[config.mk]
export PLATFORM = sky130hd
export DESIGN_NAME = uproc_core
export DESIGN_NICKNAME = d
export VERILOG_FILES = /design/src/rtl/uproc_pkg.sv /design/src/rtl/uproc_alu.sv /design/src/rtl/uproc_core.sv
export SDC_FILE = /design/constraint.sdc
export NUM_CORES = 1
export LEC_CHECK = 0
export ABC_CLOCK_PERIOD_IN_PS = 3550
export CAP_MARGIN = 20
export CORE_ASPECT_RATIO = 0.7
export CORE_UTILIZATION = 36
export DETAILED_ROUTE_END_ITERATION = 12
export PLACE_DENSITY = 0.61
export REMOVE_ABC_BUFFERS = 1
export SLEW_MARGIN = 5
export SYNTH_ARGS = -nofsm -noshare
export SYNTH_HDL_FRONTEND = slang
export SYNTH_SLANG_ARGS = --single-unit
[constraint.sdc]
create_clock -name clk -period 3.55 [get_ports clk]
set_clock_uncertainty 0.1 [all_clocks]
set_input_delay 0.71 -clock clk [delete_from_list [all_inputs] [get_ports clk]]
set_output_delay 0.71 -clock clk [all_outputs]
set_load 0.005 [all_outputs]
[src/rtl/uproc_pkg.sv]
// rtl/uproc_pkg.sv - shared opcode, state and ALU encodings for the accumulator core
package uproc_pkg;

  typedef enum logic [3:0] {
    OP_NOP = 4'h0,
    OP_LDR = 4'h1,
    OP_STR = 4'h2,
    OP_ADD = 4'h3,
    OP_ADC = 4'h4,
    OP_SUB = 4'h5,
    OP_AND = 4'h6,
    OP_OR  = 4'h7,
    OP_XOR = 4'h8,
    OP_CLC = 4'h9,
    OP_LDI = 4'hA,
    OP_JMP = 4'hB,
    OP_JC  = 4'hC,
    OP_JZ  = 4'hD,
    OP_OUT = 4'hE,
    OP_HLT = 4'hF
  } opcode_e;

  typedef enum logic [1:0] {
    ST_FETCH    = 2'd0,
    ST_EXEC     = 2'd1,
    ST_OUT_WAIT = 2'd2,
    ST_HALT     = 2'd3
  } state_e;

  typedef enum logic [2:0] {
    ALU_PASS = 3'd0,
    ALU_ADD  = 3'd1,
    ALU_ADC  = 3'd2,
    ALU_SUB  = 3'd3,
    ALU_AND  = 3'd4,
    ALU_OR   = 3'd5,
    ALU_XOR  = 3'd6
  } alu_op_e;

  // Register index is the low reg_aw bits of the operand; upper bits are don't-care.
  function automatic int unsigned reg_index(input int unsigned operand, input int unsigned reg_aw);
    return operand & ((32'd1 << reg_aw) - 32'd1);
  endfunction

endpackage

[src/rtl/uproc_alu.sv]
// rtl/uproc_alu.sv - combinational ALU; carry_out is the carry or borrow for arithmetic ops, cy_in otherwise
module uproc_alu
  import uproc_pkg::*;
#(
  parameter int DATA_W = 8
) (
  input  alu_op_e           alu_op,
  input  logic [DATA_W-1:0] a,
  input  logic [DATA_W-1:0] r,
  input  logic              cy_in,
  output logic [DATA_W-1:0] result,
  output logic              carry_out
);

  logic [DATA_W:0] sum;

  always_comb begin
    sum       = '0;
    result    = a;
    carry_out = cy_in;
    case (alu_op)
      ALU_PASS: result = r;
      ALU_ADD: begin
        sum       = {1'b0, a} + {1'b0, r};
        result    = sum[DATA_W-1:0];
        carry_out = sum[DATA_W];
      end
      ALU_ADC: begin
        sum       = {1'b0, a} + {1'b0, r} + {{DATA_W{1'b0}}, cy_in};
        result    = sum[DATA_W-1:0];
        carry_out = sum[DATA_W];
      end
      ALU_SUB: begin
        // The extra top bit goes high exactly when a < r, which is the borrow.
        sum       = {1'b0, a} - {1'b0, r};
        result    = sum[DATA_W-1:0];
        carry_out = sum[DATA_W];
      end
      ALU_AND: result = a & r;
      ALU_OR:  result = a | r;
      ALU_XOR: result = a ^ r;
      default: result = a;
    endcase
  end

endmodule

[src/rtl/uproc_core.sv]
// rtl/uproc_core.sv - accumulator core: handshaked fetch, execute, output port, halt
// Optional UPROC_PERF_EN adds the 32-bit retired-instruction counter port.
module uproc_core
  import uproc_pkg::*;
#(
  parameter  int DATA_W  = 8,
  parameter  int NREGS   = 16,
  parameter  int PC_W    = 5,
  parameter  int OPND_W  = 5,
  localparam int REG_AW  = $clog2(NREGS),
  localparam int INSTR_W = 4 + OPND_W
) (
  input  logic               clk,
  input  logic               nReset,
  output logic               imem_req,
  output logic [PC_W-1:0]    imem_addr,
  input  logic               imem_valid,
  input  logic [INSTR_W-1:0] imem_data,
  output logic               out_valid,
  output logic [DATA_W-1:0]  out_data,
  input  logic               out_ready,
  output logic               halted,
  output logic [DATA_W-1:0]  acc
`ifdef UPROC_PERF_EN
  ,
  output logic [31:0]        retired
`endif
);

  localparam logic [1:0] S_FETCH    = ST_FETCH;
  localparam logic [1:0] S_EXEC     = ST_EXEC;
  localparam logic [1:0] S_OUT_WAIT = ST_OUT_WAIT;
  localparam logic [1:0] S_HALT     = ST_HALT;

  logic [1:0]         state;
  logic [PC_W-1:0]    pc;
  logic [DATA_W-1:0]  a;
  logic               cy;
  logic [INSTR_W-1:0] ir;
  logic [DATA_W-1:0]  regs [NREGS];

  opcode_e            opcode;
  logic [OPND_W-1:0]  operand;
  logic [REG_AW-1:0]  r_idx;
  logic [DATA_W-1:0]  rval;
  logic [PC_W-1:0]    pc_inc;
  logic [PC_W-1:0]    jmp_tgt;
  alu_op_e            alu_op;
  logic [DATA_W-1:0]  alu_res;
  logic               alu_cy;

  assign opcode  = opcode_e'(ir[INSTR_W-1:OPND_W]);
  assign operand = ir[OPND_W-1:0];
  assign r_idx   = REG_AW'(reg_index(32'(operand), REG_AW));
  assign rval    = regs[r_idx];
  assign pc_inc  = pc + PC_W'(1);
  assign jmp_tgt = operand[PC_W-1:0];

  assign imem_req  = (state == S_FETCH);
  assign imem_addr = pc;
  assign halted    = (state == S_HALT);
  assign acc       = a;

  always_comb begin
    alu_op = ALU_PASS;
    case (opcode)
      OP_ADD:  alu_op = ALU_ADD;
      OP_ADC:  alu_op = ALU_ADC;
      OP_SUB:  alu_op = ALU_SUB;
      OP_AND:  alu_op = ALU_AND;
      OP_OR:   alu_op = ALU_OR;
      OP_XOR:  alu_op = ALU_XOR;
      default: alu_op = ALU_PASS;
    endcase
  end

  uproc_alu #(.DATA_W(DATA_W)) u_alu (
    .alu_op    (alu_op),
    .a         (a),
    .r         (rval),
    .cy_in     (cy),
    .result    (alu_res),
    .carry_out (alu_cy)
  );

  always_ff @(posedge clk or negedge nReset) begin
    if (!nReset) begin
      state     <= S_FETCH;
      pc        <= '0;
      a         <= '0;
      cy        <= 1'b0;
      ir        <= '0;
      out_valid <= 1'b0;
      out_data  <= '0;
      for (int i = 0; i < NREGS; i++) regs[i] <= '0;
    end else begin
      case (state)
        S_FETCH: begin
          if (imem_valid) begin
            ir    <= imem_data;
            state <= S_EXEC;
          end
        end
        S_EXEC: begin
          state <= S_FETCH;
          pc    <= pc_inc;
          case (opcode)
            OP_LDR, OP_ADD, OP_ADC, OP_SUB, OP_AND, OP_OR, OP_XOR: begin
              a  <= alu_res;
              cy <= alu_cy;
            end
            OP_STR: regs[r_idx] <= a;
            OP_CLC: cy <= 1'b0;
            OP_LDI: a <= DATA_W'(operand);
            OP_JMP: pc <= jmp_tgt;
            OP_JC:  if (cy) pc <= jmp_tgt;
            // Tests the accumulator as it stood before this instruction.
            OP_JZ:  if (a == '0) pc <= jmp_tgt;
            OP_OUT: begin
              out_data  <= a;
              out_valid <= 1'b1;
              state     <= S_OUT_WAIT;
            end
            OP_HLT: begin
              pc    <= pc;
              state <= S_HALT;
            end
            default: ;
          endcase
        end
        S_OUT_WAIT: begin
          if (out_ready) begin
            out_valid <= 1'b0;
            state     <= S_FETCH;
          end
        end
        default: ;
      endcase
    end
  end

`ifdef UPROC_PERF_EN
  always_ff @(posedge clk or negedge nReset) begin
    if (!nReset) retired <= '0;
    else if (state == S_EXEC) retired <= retired + 32'd1;
  end
`endif

endmodule

==> results.cfg, run 1 <==
[grt]
first_global_vias = 6693
grtUsageMet3 = 0.0572
grt_max_degree = 84
met1_usage = 0.327
gr-usage-all-layers = 0.206
grt_pass1_wl_um = 39800
gr-max-usage-layer = met1
grt_overflow = 0
met2_usage = 0.273
grt_antenna_before_repair = 0

[synthesis]
synth_area_leaders = dfrtp_1, mux2_2, mux4_2
yosysTopAreaCellShare = 0.443
yosysTopAreaCell = dfrtp_1
netlist_instances = 757
avgSynthCellArea_um2 = 12.1
ys_ff_latch = 162
yosysMostFrequentCell = dfrtp_1
syn_area_um2 = 9150
yosys_warnings = 0
async_flop_share = 1.00
ys_seq_area_frac = 0.443
synth_cell_type_count = 66
synth_ff_type = dfrtp_1
synth_commonest_cells = dfrtp_1, mux2_2, nand2_1, mux4_2, inv_1
synth-edff-count = 0

[place]
postPlaceCellArea_um2 = 10600
dp_hpwl_um = 17700
port_buffers = 36
gp_congestion = 0.923
placed_cells = 1182

[timing]
finalSetupViolCount = 7
max_freq_ghz = 0.261
period_minus_slack_ps = 3830
post-route-period-util = 1.08
grt_setup_unrepaired = true
slew_viol_final = 0
tightest_slew_ps = 800
maxSlewHeadroom = 0.467
finalHoldViolCount = 0
fin_ws_ps = -278

[critical_path]
worstSetupPathType = reg2reg
worst_r2r_startpoint = ir[0]
reg2reg_depth = 12
cpMaxStageDelayCell = mux4_2
arrival_ps = 4110
path_depth = 12
required_ps = 3830
critical-path-top-delay-family = multiplexers
setup.worst_path.start = ir[0]
ff2ff_setup_slack_ps = -280
crit_path_frequent_cell = mux4_2
timing.rr.end = cy
crit_fanout = 8
crit_buf_inv = 4
slowest_delay_ps = 530
cp-start-kind = register
path_cells = buf_12 > buf_16 > mux4_2 > mux4_2 > fa_2 > a211oi_4 > buf_6 > o2111a_1 > nor3_2 > buf_4 > or4_1 > nand3_1
end_kind = register

[power]
p_switching_uw = 3490
cell_internal_pwr_uw = 5840
power_density_nw_per_um2 = 788
comb_power_share = 0.510
power_frac_clock = 0.212
swShare = 0.374
vdd_drop_max_uv = 426
seq_power_share = 0.278
p_leak_uw = 0.00527

[drt]
wirelength_um = 25600
dr.first_iter.drc_count = 470
antenna_left = 0
firstDrtPassIters = 9
vias = 6861
via_per_inst = 5.57
remaining_drc_errors = 5
wl_per_cell_um = 20.7

[die]
rows = 48
io_pins = 37
die_h_um = 135
core_um2 = 24800
initial_core_util = 0.369
die_area_um2 = 26100
die_x_um = 193

[worst_hold_path]
hold_path_class = in2async

[cells_and_area]
seq_area_um2 = 4060
n_antenna_cell = 0
fin_util = 0.477
design_area_um2 = 11800
final_cells = 1232
nNetsFinal = 940
drive_above_1_share = 0.453
fillers = 2202
multi_input_area_um2 = 5070
area_delta_synth_final_pct = 29.3

[clock_network]
htree_levels = 4
clock_path_buffers = 2
postCtsHoldBufs = 0
clk_pin_slew_ps = 70
cts_made_buffers = 17
clk_latency_ps = 440
cts-root-buf = clkbuf_16
cts_tree = yes
clock_sinks = 162

[status]
violations = DRC, setup timing
outcome = finished, violations left

[run]
drv_cap = 0
[registers in the layout (all words and copies together), names as in the netlist]
signal / flops
imem_addr: 5
out_data: 8
acc: 8
out_valid: 1
state: 2
cy: 1
regs: 128
ir: 9
[how the worst max path moves through the flow]
stage | endpoint | slack [ps]
after floorplan | acc[4] | -1390
after global placement | acc[4] | -500
after detailed placement | acc[4] | -510
after CTS | cy | -220
after global routing | cy | -350
final | cy | -280
[power by group through the flow]
stage          clock network [uW]  logic (uW)  registers, uW
5_1_grt                      2090        5120           2650
2_1_floorplan                   0        1930           2850
6_report                     1980        4760           2590
3_3_place_gp                    0        4020           2630
3_5_place_dp                    0        4050           2630
4_1_cts                      2010        4450           2590
[repair_timing]
| action | 4_1_cts | 5_1_grt |
|---|---|---|
| pin swaps | 22 | 23 |
| setup buffers | 10 | 10 |
| resized for setup | 38 | 45 |
| gates cloned | 1 | 0 |
| setup endpoints to repair | 8 | 9 |
[per-stage QoR]
stage | hold slack, ps | worst slack (ps) | total power, uW | TNS (ps)
3_5_place_dp | 368 | -513 | 6680 | -2520
3_3_place_gp | 369 | -495 | 6650 | -2360
4_1_cts | 247 | -225 | 9050 | -884
5_1_grt | 278 | -349 | 9850 | -1880
6_report | 221 | -278 | 9330 | -1110
2_1_floorplan | 314 | -1390 | 4770 | -9650
[final cells by class]
cell class | instances | share of cell area
clock buffers | 19 | 0.0374
clock inverters | 12 | 0.0152
inverters | 31 | 0.0100
multi-input cells | 514 | 0.429
flip-flops and latches | 162 | 0.343
well taps | 325 | 0.0344
repair buffers | 169 | 0.131
[placed cells by master, fill, tap and decap left out, types with 10 or more instances in the layout]
| cell | count |
|---|---|
| nand2b_1 | 13 |
| a21oi_1 | 16 |
| mux4_2 | 40 |
| nand2_1 | 43 |
| dfrtp_1 | 160 |
| nand3_1 | 11 |
| nor2b_1 | 10 |
| buf_12 | 10 |
| o21ai_0 | 25 |
| mux2_2 | 132 |
| clkdlybuf4s50_1 | 35 |
| clkbuf_16 | 17 |
| buf_4 | 109 |
| buf_6 | 14 |
| ha_1 | 18 |
| inv_1 | 24 |
| nor2_1 | 14 |
[per-layer routing]
metal	wire (um)	up-vias
li1	-	3080
met1	12800	3526
met3	2000	19
met4	179	0
met5	0	-
met2	10600	236
[cell families after synthesis]
family	synth area share
AO/OA/AOI/OAI	0.0976
XOR/XNOR	0.00957
adder cells (fa/ha/maj)	0.0454
buffers and inverters	0.0379
flip-flops	0.443
multiplexers	0.270
AND/OR/NAND/NOR	0.0968
No activity file was read; power rests on OpenSTA's default activity.
==> inputs of run 2 (changes only) <==
- ABC_CLOCK_PERIOD_IN_PS: 3550 -> 3100
- CORE_MARGIN: not set -> 2
- clock period: 3.55 -> 3.1 ns (I/O delays scaled with it)
==> run 2 against run 1 <==
The run ends with setup timing left; global-route usage fell by 0.34 points; critical endpoint unchanged; count of clock-buffer cells in the layout fell by 1; die area rose by 2.5%; sequential share of layout area fell by 0.16 points; fmax rose by 0.37%; largest power group unchanged; via count rose by 0.42%; register-to-register slack got worse by 440 ps; clock power rose by 12%; largest cell class unchanged; utilization rose by 0.23 points.
==> results.cfg, run 2 (synthesized netlist as in run 1, its figures left out) <==
[status]
outcome = finished, violations left
violations = setup timing

[grt]
grt_antenna_before_repair = 0
first_global_vias = 6831
gr-usage-all-layers = 0.202
grtUsageMet3 = 0.0446
grt_max_degree = 61
met2_usage = 0.283
grt_overflow = 0
grt_pass1_wl_um = 40700
gr-max-usage-layer = met1
met1_usage = 0.316

[critical_path]
arrival_ps = 4090
slowest_delay_ps = 550
path_cells = buf_12 > mux4_2 > mux4_2 > ha_4 > fa_2 > ha_2 > nand3_2 > mux2i_1 > buf_4 > nand3_4 > or4_4 > nand3_2
crit_buf_inv = 2
crit_fanout = 6
timing.rr.end = cy
end_kind = register
worst_r2r_startpoint = ir[0]
reg2reg_depth = 12
cpMaxStageDelayCell = fa_2
required_ps = 3370
ff2ff_setup_slack_ps = -710
cp-start-kind = register
worstSetupPathType = reg2reg
critical-path-top-delay-family = multiplexers

[cells_and_area]
largest_reg_flops = 128
drive_above_1_share = 0.468
n_antenna_cell = 0
final_common_cell = dfrtp_1
regMostFlops = regs
final_cells = 1245
final_cell_mix = dfrtp_1, mux2_2, buf_4, nand2_1, mux4_2
fillers = 2242
reg_top3 = regs x128, ir x9
area_delta_synth_final_pct = 29.9
nNetsFinal = 952

[place]
dp_hpwl_um = 18500
port_buffers = 36
placed_cells = 1199
gp_congestion = 0.956

[die]
die_h_um = 137
initial_core_util = 0.369
die_area_um2 = 26700
rows = 48
die_x_um = 195
io_pins = 37
core_um2 = 24800

[timing]
max_freq_ghz = 0.262
tightest_slew_ps = 748
timing.hold.ws_ps = 13.6
maxSlewHeadroom = 0.501
finalHoldViolCount = 0
slew_viol_final = 0
grt_setup_unrepaired = true
finalSetupViolCount = 9
period_minus_slack_ps = 3810
post-route-period-util = 1.23
fin_ws_ps = -714

[drt]
dr.first_iter.drc_count = 544
wirelength_um = 25900
via_per_inst = 5.53
remaining_drc_errors = 0
antenna_left = 0
wl_per_cell_um = 20.8
vias = 6890
firstDrtPassIters = 7

[run]
drv_cap = 0

[power]
p_leak_uw = 0.00531
power_density_nw_per_um2 = 904
vdd_drop_max_uv = 435

[clock_network]
cts_made_buffers = 17
htree_levels = 4
clock_sinks = 162
clock_path_buffers = 2
cts_tree = yes
clk_pin_slew_ps = 70
clk_latency_ps = 440
cts-root-buf = clkbuf_16

[worst_hold_path]
hold_path_class = in2async
[run 2: cell types whose count changed in the layout (fill, tap and decap cells not counted), sizes merged]
cell,change
inv,+1
clkinv,+1
clkbuf,-1
bufinv,-1
buf,+12
clkinvlp,+1
[run 2: what timing repair did]
item | CTS | global route
endpoints found under the setup margin | 9 | 9
gates resized for setup | 59 | 29
gates cloned | 1 | 0
pin swaps | 20 | 25
buffers inserted | 10 | 3
endpoints found under the hold margin | 0 | 0
hold buffers | 0 | 0
[run 2: cell type report]
type,count,area (um^2),share of cell area
Inverter,31,121,0.0102
Clock inverter,14,179,0.0150
Timing Repair Buffer,181,1610,0.135
Sequential cell,162,4060,0.341
Tap cell,325,407,0.0342
Clock buffer,18,439,0.0369
Multi-Input combinational cell,514,5080,0.427
[run 2: per-stage QoR]
| stage | power (uW) | TNS [ps] | worst slack (ps) | utilization | instance area [um^2] |
|---|---|---|---|---|---|
| finish | 10700 | -4720 | -714 | 0.479 | 11900 |
| global route | 11400 | -5730 | -790 | 0.479 | 11900 |
| CTS | 10500 | -4640 | -663 | 0.473 | 11700 |
| detailed placement | 7790 | -6490 | -963 | 0.433 | 10700 |
| global placement | 7740 | -6210 | -932 | 0.433 | 10700 |
| floorplan | 5470 | -13700 | -1840 | - | 8920 |
[run 2: power by group]
part	switching (uW)	internal (uW)	leakage, uW
clock	919	1300	0.000294
combinational	2760	2810	0.00281
sequential	399	2570	0.00221
total	4070	6670	0.00531
[run 2: worst max-delay path by stage]
stage / from / endpoint / slack [ps] / cells after the start
3_3_place_gp: ir[0] / cy / -930 / 11
2_1_floorplan: ir[0] / acc[4] / -1840 / 10
6_report: ir[0] / cy / -710 / 12
5_1_grt: ir[0] / cy / -790 / 12
4_1_cts: ir[0] / acc[4] / -660 / 11
3_5_place_dp: ir[0] / acc[5] / -960 / 12
[run 2: per-layer routing]
layer	wire length, um	part of all wire
met5	0	0
met3	1520	0.059
met1	13200	0.51
met4	299	0.012
met2	10900	0.42
[run 2: worst register-to-register path: cells and delay by family (launching register included)]
| family | cells | cell delay (ps) |
|---|---|---|
| fa+ha+maj | 3 | 980 |
| flops | 1 | 390 |
| mux | 3 | 1220 |
| buf+inv | 2 | 310 |
| simple gates | 4 | 760 |
==> inputs of run 3 (changes only) <==
- CORE_UTILIZATION: 36 -> 39
- PLACE_DENSITY: 0.61 -> 0.64
==> run 3 against run 2 <==
The flow still finishes with violations (setup timing); combinational power fell by 6.3%; count of clock-buffer cells in the layout up 5; flip-flop and latch count unchanged; worst hold slack improved by 53 ps; fmax fell by 0.76%; routed wire length down 1.8%; power is 4.7% lower; critical path depth is the same; worst setup slack got worse by 29 ps; first-iteration DRC count rose by 11%; sequential power grew 2%; global-route usage rose by 0.92 points; largest cell class unchanged; highest routed layer unchanged.
==> results.cfg, run 3 (synthesized netlist as in run 1, its figures left out) <==
[die]
core_um2 = 22800
io_pins = 37
die_h_um = 132
rows = 46
die_area_um2 = 24700
die_x_um = 187
initial_core_util = 0.400

[cells_and_area]
area_delta_synth_final_pct = 27.5
fillers = 1988
design_area_um2 = 11700
largest_reg_flops = 128
nNetsFinal = 943
reg_top3 = regs x128, ir x9
regMostFlops = regs
drive_above_1_share = 0.449
final_cell_mix = dfrtp_1, mux2_2, buf_4, nand2_1, mux4_2
n_antenna_cell = 0
final_common_cell = dfrtp_1

[drt]
wl_per_cell_um = 20.8
dr.first_iter.drc_count = 605
antenna_left = 0
wirelength_um = 25400
firstDrtPassIters = 7
vias = 6805
remaining_drc_errors = 0
via_per_inst = 5.56

[timing]
maxSlewHeadroom = 0.514
finalHoldViolCount = 0
max_freq_ghz = 0.260
period_minus_slack_ps = 3840
finalSetupViolCount = 9
grt_setup_unrepaired = true
tightest_slew_ps = 729
post-route-period-util = 1.24
tns_ps = -5050
slew_viol_final = 0
fin_ws_ps = -743

[critical_path]
critical-path-top-delay-family = multiplexers
worstSetupPathType = reg2reg
crit_path_frequent_cell = buf_6
required_ps = 3380
path_cells = buf_6 > buf_6 > mux4_2 > mux4_2 > fa_2 > a211oi_4 > buf_6 > o21ai_2 > a31oi_2 > nand3_1 > or4_1 > nand3_1
timing.rr.end = cy
crit_buf_inv = 3
cp-start-kind = register
arrival_ps = 4120
path_depth = 12
worstSetupEndpoint = cy
ff2ff_setup_slack_ps = -740
slowest_delay_ps = 550
crit_fanout = 5
cpMaxStageDelayCell = mux4_2
end_kind = register
reg2reg_depth = 12
worst_r2r_startpoint = ir[0]
setup.worst_path.start = ir[0]

[grt]
met1_usage = 0.339
grtUsageMet3 = 0.0522
grt_max_degree = 61
gr-usage-all-layers = 0.212
first_global_vias = 6751
grt_pass1_wl_um = 39900
grt_antenna_before_repair = 1
grt_overflow = 0
met2_usage = 0.283
gr-max-usage-layer = met1

[clock_network]
cts_made_buffers = 17
postCtsHoldBufs = 0
cts-root-buf = clkbuf_16
clock_sinks = 162
clock_path_buffers = 2
htree_levels = 4
cts_tree = yes
clk_pin_slew_ps = 70
clk_latency_ps = 440

[power]
power_density_nw_per_um2 = 878
vdd_drop_max_uv = 718
p_leak_uw = 0.00522

[place]
gp_congestion = 0.950
port_buffers = 36
dp_hpwl_um = 18200
postPlaceCellArea_um2 = 10700

[status]
outcome = finished, violations left
violations = setup timing

[worst_hold_path]
hold_path_class = in2async

[run]
drv_cap = 0
run 3: cell types whose count changed in the layout (fill, tap and decap cells not counted), moves of 3 or more:
cell      delta
clkbuf_1     +3
inv_1        +5
clkinv_2     +3
inv_6        -4
buf_4        -7
inv_2        -3
ha_1         +3
run 3: how the worst min path moves through the flow:
| stage | endpoint | from | slack [ps] | cells past startpoint |
|---|---|---|---|---|
| 2_1_floorplan | acc[0] | nReset | 220 | 0 |
| 3_3_place_gp | regs[91] | regs[91] | 370 | 2 |
| 3_5_place_dp | out_data[3] | out_data[3] | 370 | 2 |
| 4_1_cts | cy | nReset | 70 | 1 |
| 5_1_grt | imem_addr[4] | nReset | 100 | 1 |
| 6_report | cy | nReset | 70 | 1 |
run 3: final cells by class:
cell class,instances,area [um^2],share of cell area
sequential,162,4060,0.348
tap,312,390,0.0335
clock buffer,23,478,0.0410
multi-input combinational,514,5050,0.433
inverter,31,116,0.00997
timing repair buffer,172,1500,0.128
clock inverter,9,81.3,0.00697
run 3: through the flow:
stage	util	setup slack, ps	cells	power [uW]	hold slack [ps]
floorplan	-	-1840	707	5470	224
global route	0.511	-874	1223	10800	98.8
finish	0.511	-743	1223	10200	66.2
detailed placement	0.467	-950	1181	7660	370
CTS	0.502	-655	1220	9980	69.9
global placement	0.467	-904	1181	7620	367
run 3: timing repair:
action                                 in CTS  in global routing
resized for setup                          42                 34
buffers inserted                            7                  3
endpoints found under the hold margin       0                  0
gates cloned                                0                  1
setup endpoints to repair                   9                  9
pin swaps                                  14                 19
run 3: report_power, final:
part	total (uW)	leakage (uW)	switching [uW]	internal, uW
registers	3010	0.00221	443	2560
logic	5210	0.00274	2620	2580
clock network	2030	0.000269	867	1160
total	10200	0.00522	3930	6310
run 3: metal layers:
metal,vias up,wire length (um)
met3,17,1940
met1,3468,13000
met5,-,0
met4,0,180
met2,231,10300
li1,3089,-
